**src/rtl/wb_reg_file.sv**
```systemverilog
// rtl/wb_reg_file.sv - MIPS write-back stage register file with retire counter (option macro: WB_REG_FILE_BYPASS_EN)
module wb_reg_file #(
  parameter int          RETIRE_W = 32,
  parameter logic [31:0] NOP_WORD = 32'h0000_0000
) (
  input  logic                clk,
  input  logic                reset,
  input  logic                RegWrite,
  input  logic [4:0]          writeReg,
  input  logic [31:0]         wData,
  input  logic [31:0]         instru,
  input  logic [4:0]          readReg1,
  input  logic [4:0]          readReg2,
  output logic [31:0]         readData1,
  output logic [31:0]         readData2,
  input  logic [4:0]          dbgReg,
  output logic [31:0]         dbgData,
  output logic [RETIRE_W-1:0] retired
);

  // $0 has no storage; only indices 1..31 are real registers.
  logic [31:0]         regs_q [1:31];
  logic [RETIRE_W-1:0] retired_q;
  logic [RETIRE_W-1:0] retired_d;
  logic                wr_en;

  assign wr_en = RegWrite && (writeReg != 5'd0);

  // Retire counter next state: bubbles do not count, wraps naturally.
  always_comb begin
    retired_d = retired_q;
    if (instru != NOP_WORD) begin
      retired_d = retired_q + RETIRE_W'(1);
    end
  end

  // Register array commit; reset wins over a same-edge write.
  always_ff @(posedge clk) begin
    if (reset) begin
      for (int i = 1; i < 32; i++) begin
        regs_q[i] <= 32'h0;
      end
    end else if (wr_en) begin
      regs_q[writeReg] <= wData;
    end
  end

  // Retired-instruction counter register.
  always_ff @(posedge clk) begin
    if (reset) begin
      retired_q <= '0;
    end else begin
      retired_q <= retired_d;
    end
  end

  // Committed-state read ports; index 0 always reads zero.
  always_comb begin
    readData1 = (readReg1 == 5'd0) ? 32'h0 : regs_q[readReg1];
    readData2 = (readReg2 == 5'd0) ? 32'h0 : regs_q[readReg2];
    dbgData   = (dbgReg   == 5'd0) ? 32'h0 : regs_q[dbgReg];
`ifdef WB_REG_FILE_BYPASS_EN
    // Same-cycle forwarding of the WB result to ID; wr_en already excludes $0.
    if (wr_en && (writeReg == readReg1)) begin
      readData1 = wData;
    end
    if (wr_en && (writeReg == readReg2)) begin
      readData2 = wData;
    end
`endif
  end

  assign retired = retired_q;

endmodule

```
**config.mk**
```make
export PLATFORM = sky130hd
export DESIGN_NAME = wb_reg_file
export DESIGN_NICKNAME = d
export VERILOG_FILES = /design/src/rtl/wb_reg_file.sv
export SDC_FILE = /design/constraint.sdc
export NUM_CORES = 2
export LEC_CHECK = 0
export CORE_MARGIN = 2
export CORE_UTILIZATION = 55
export CTS_BUF_LIST = sky130_fd_sc_hd__clkbuf_2
export DETAILED_ROUTE_END_ITERATION = 16
export GPL_TIMING_DRIVEN = 0
export MAX_ROUTING_LAYER = met4
export PLACE_DENSITY_LB_ADDON = 0.3
export SLEW_MARGIN = 40
export SYNTH_ARGS = -nofsm -noshare
export SYNTH_HDL_FRONTEND = slang
export SYNTH_SLANG_ARGS = --single-unit
export TNS_END_PERCENT = 50
```
**constraint.sdc**
```tcl
create_clock -name clk -period 3.6 [get_ports clk]
set_input_delay 0.72 -clock clk [delete_from_list [all_inputs] [get_ports clk]]
set_output_delay 0.72 -clock clk [all_outputs]
set_load 0.005 [all_outputs]
```
==> key figures <==
Timing
  • Post-route setup slack: -837.0 ps
  • WHS: -7.394 ps
  • # setup viols final: 96
  • Slew @ Worst Pin: 1213 ps
  • Fin. Hold Viols: 1
  • Final setup skew: 88.71 ps
  • Final worst-path cycle share: 123.2%
  • Minimum clock period: 4437 ps
  • RSZ-0062 raised after global routing: true
  • Slew headroom: 19.14%
  • Fmax: 0.2254 GHz
  • Final Max Tran Viols: 0

Critical path
  • R2R Setup Slk: 1550 ps
  • Crit-path max FO: 2
  • CP Data Arrival Time: 3720 ps
  • Data required, critical path: 2880 ps
  • Setup CP Type: register to primary output
  • Crit end category: primary output
  • Critical path depth: 7
  • Cell family with most CP delay: multiplexers
  • CP bufs+invs: 3
  • Crit start category: register
  • Largest stage delay, worst path: 510 ps
  • Crit-path cells: buf_4 -> mux4_2 -> mux2i_4 -> o2111a_2 -> a221oi_2 -> buf_4 -> buf_6
  • Critical-path top delay cell: mux4_2
  • Most used cell, CP: buf_4
  • Number of cells on the worst reg-to-reg path: 6

Floorplan
  • Die Span X: 342.8 um
  • Core ar.: 0.1140 mm^2
  • Die height: 342.8 um
  • Core Rows: 124
  • I/O pins: 215
  • Initial Utilization: 55.35%
  • Die area: 0.1175 mm^2

Yosys
  • Yosys warns: 0
  • Synth Instances: 4,445
  • Post-synthesis sequential area ratio: 48.26%
  • Number of enable flip-flop cells after synthesis: 993
  • Post-synth top area cell: edfxtp_1
  • Top_reg_cell synth: edfxtp_1
  • Synth cell types: 56
  • Cell Area, Synth: 0.06311 mm^2
  • Synth Register Bits: 1,025
  • Syn Nets: 4,533
  • Synth top area share: 47.25%
  • Ys async rst share: 0%
  • Ranking of synthesized cells by area: edfxtp_1, mux4_2, and2_1
  • Post-Syn Area per Cell: 14.20 um^2

Global route
  • Largest net degree at the start of global routing: 33
  • GRT Total Usage: 47.07%
  • Remaining Overflow, GRT: 0
  • First-pass GRT wire length: 361,300 um
  • Initial antenna violation count: 12
  • Vias in the first global route: 47,198

Hold path
  • Hold path depth: 2
  • Hold crit path type: input port to register

Detailed routing
  • DRT Pass-1 Iters: 6
  • DRT Wirelength: 268,700 um
  • 1st-iter DRT viols: 9,034
  • DR vias: 49,135
  • Drt wl/cell: 40.32 um
  • Antenna Violating Nets Remaining: 0
  • Residual DRC: 0
  • DR vias/cell: 7.373

Final layout
  • Most common cell after layout, fill and taps aside: and2_1
  • # fillers: 8,685
  • Final Instance Count excl. Fillers: 6,664
  • Share of layout cells above drive strength 1: 36.91%
  • Nets@finish: 5,055
  • Commonest non-fill, non-tap cells in the layout: and2_1, edfxtp_1, mux4_2, clkbuf_2, nand2_1
  • Area grow syn2layout: 14.33%

Outcome
  • Status: finished with violations
  • Failing checks: negative hold slack, negative setup slack

Power
  • Power Density: 401.6 mW/mm^2
  • Pleak: 24.69 nW
  • Worst VDD drop: 231.7 uV

Clock tree
  • H-tree Lvls: 5
  • CTS tree: yes
  • Worst-path clk slew: 100 ps
  • CTS Buffer Depth: 4
  • Root Driver: clkbuf_2
  • Clock tree sinks: 1,025
  • Worst-Skew Late Latency: 1730 ps
  • Num CTS Buffers: 289

Placed design
  • I/O Buffers: 201
  • Placer Congestion: 1.091
  • Pre-CTS setup slack: -1808 ps
  • Detail Placement HPWL: 194,200 um
  • Inst Count DP: 6,169

Run
  • MaxCap Viol Count: 0
## cells in the mapped netlist (4+ instances only)
cell,count
a21oi_1,82
a221o_1,39
a221oi_1,61
a221oi_2,6
a22oi_1,20
and2_1,997
and3_1,34
and4_1,4
buf_1,21
buf_2,126
buf_4,57
buf_6,18
clkbuf_1,270
dfxtp_1,32
edfxtp_1,993
inv_1,6
mux2_2,94
mux2i_1,194
mux4_2,674
nand2_1,291
nand3_1,7
nand3b_1,11
nand4_1,6
nor2_1,104
nor2b_1,10
nor4_1,10
o2111a_1,65
o2111ai_1,33
o211ai_1,34
o21ai_0,49
o21ai_1,7
o31ai_1,5
or2_1,4
or2_2,27
or3_1,11
xor2_1,14
## sequential cells by signal, indices dropped and copies added, names as in the netlist
signal,count
regs_q,993
retired,32
## path summary, 6_finish.rpt
| path | to | start |
|---|---|---|
| worst max-delay path | readData1[16] | regs_q[16][16]$_SDFFCE_PN0P_ |
| worst min-delay path | regs_q[5][25]$_SDFFCE_PN0P_ | wData[25] |
| worst max register to register | retired[30]$_SDFFE_PP0P_ | retired[0]$_SDFFE_PP0P_ |
| worst min register to register | retired[31]$_SDFFE_PP0P_ | retired[31]$_SDFFE_PP0P_ |
## cells by family (layout without fill, tap and decap cells)
logic type      after synthesis  count (layout)  share of synthesized area [%]
compound gates              406             406                          5.117
fa+ha+maj                     1               1                        0.01982
flops                      1025            1025                          48.26
xor+xnor                     15              15                         0.2082
buf+inv                     502            1199                          3.808
simple gates               1533            1533                          13.77
mux                         962             962                          28.81
other cells                   1              11                       0.005942
## per-stage QoR
| stage | util, % | power (mW) | cell area [um^2] | setup TNS (ps) | hold WS, ps |
|---|---|---|---|---|---|
| after floorplan | - | 17.22 | 63110 | 0 | 474.3 |
| after detailed placement | 59.00 | 19.72 | 67270 | -330440 | 488.3 |
| after CTS | 63.19 | 28.41 | 72060 | -59440 | 7.497 |
| after global placement | 58.77 | 19.60 | 67020 | -714510 | 472.2 |
| after global routing | 63.28 | 29.37 | 72160 | -56160 | 18.10 |
| final | 63.28 | 28.98 | 72160 | -56600 | -7.394 |
## timing repair
item | CTS | global route
endpoints found under the hold margin | 44 | 0
buffers inserted | 5 | 2
pin swaps | 75 | 72
gates resized for setup | 796 | 72
hold buffers | 13 | 0
setup endpoints to repair | 96 | 97
## layer usage
| layer | GRT usage (%) | vias to the layer above | share of wire [%] |
|---|---|---|---|
| li1 | - | 18593 | - |
| met4 | 34.38 | 0 | 9.5 |
| met1 | 57.41 | 24612 | 33 |
| met3 | 17.48 | 1155 | 16 |
| met5 | - | - | 0 |
| met2 | 64.14 | 4775 | 42 |
## power by group
part,switching [mW],internal [mW],total (mW),leakage (nW)
clock network,5.38,3.27,8.65,1.84
registers,0.462,13.7,14.2,9.70
logic,3.64,2.54,6.17,13.1
## area by class of cell
| class | count | area (um^2) | area share, % |
|---|---|---|---|
| multi-input combinational | 2918 | 32820 | 45.48 |
| antenna | 10 | 25.02 | 0.03468 |
| buffer | 495 | 2514 | 3.484 |
| clock buffer | 393 | 1967 | 2.726 |
| sequential | 1025 | 30460 | 42.21 |
| inverter | 6 | 22.52 | 0.03121 |
| tap | 1512 | 1892 | 2.622 |
| timing repair buffer | 232 | 2041 | 2.828 |
| clock inverter | 73 | 419.2 | 0.5809 |
## worst reg2reg max path, cell delays in order, from the launching register on
cell and delay [ps]:
dfxtp_1 430, ha_1 210, nand3_1 180, nor3_4 250
nand2_2 170, or4b_1 490, a21oi_1 170
No activity file was read; power rests on OpenSTA's default activity.
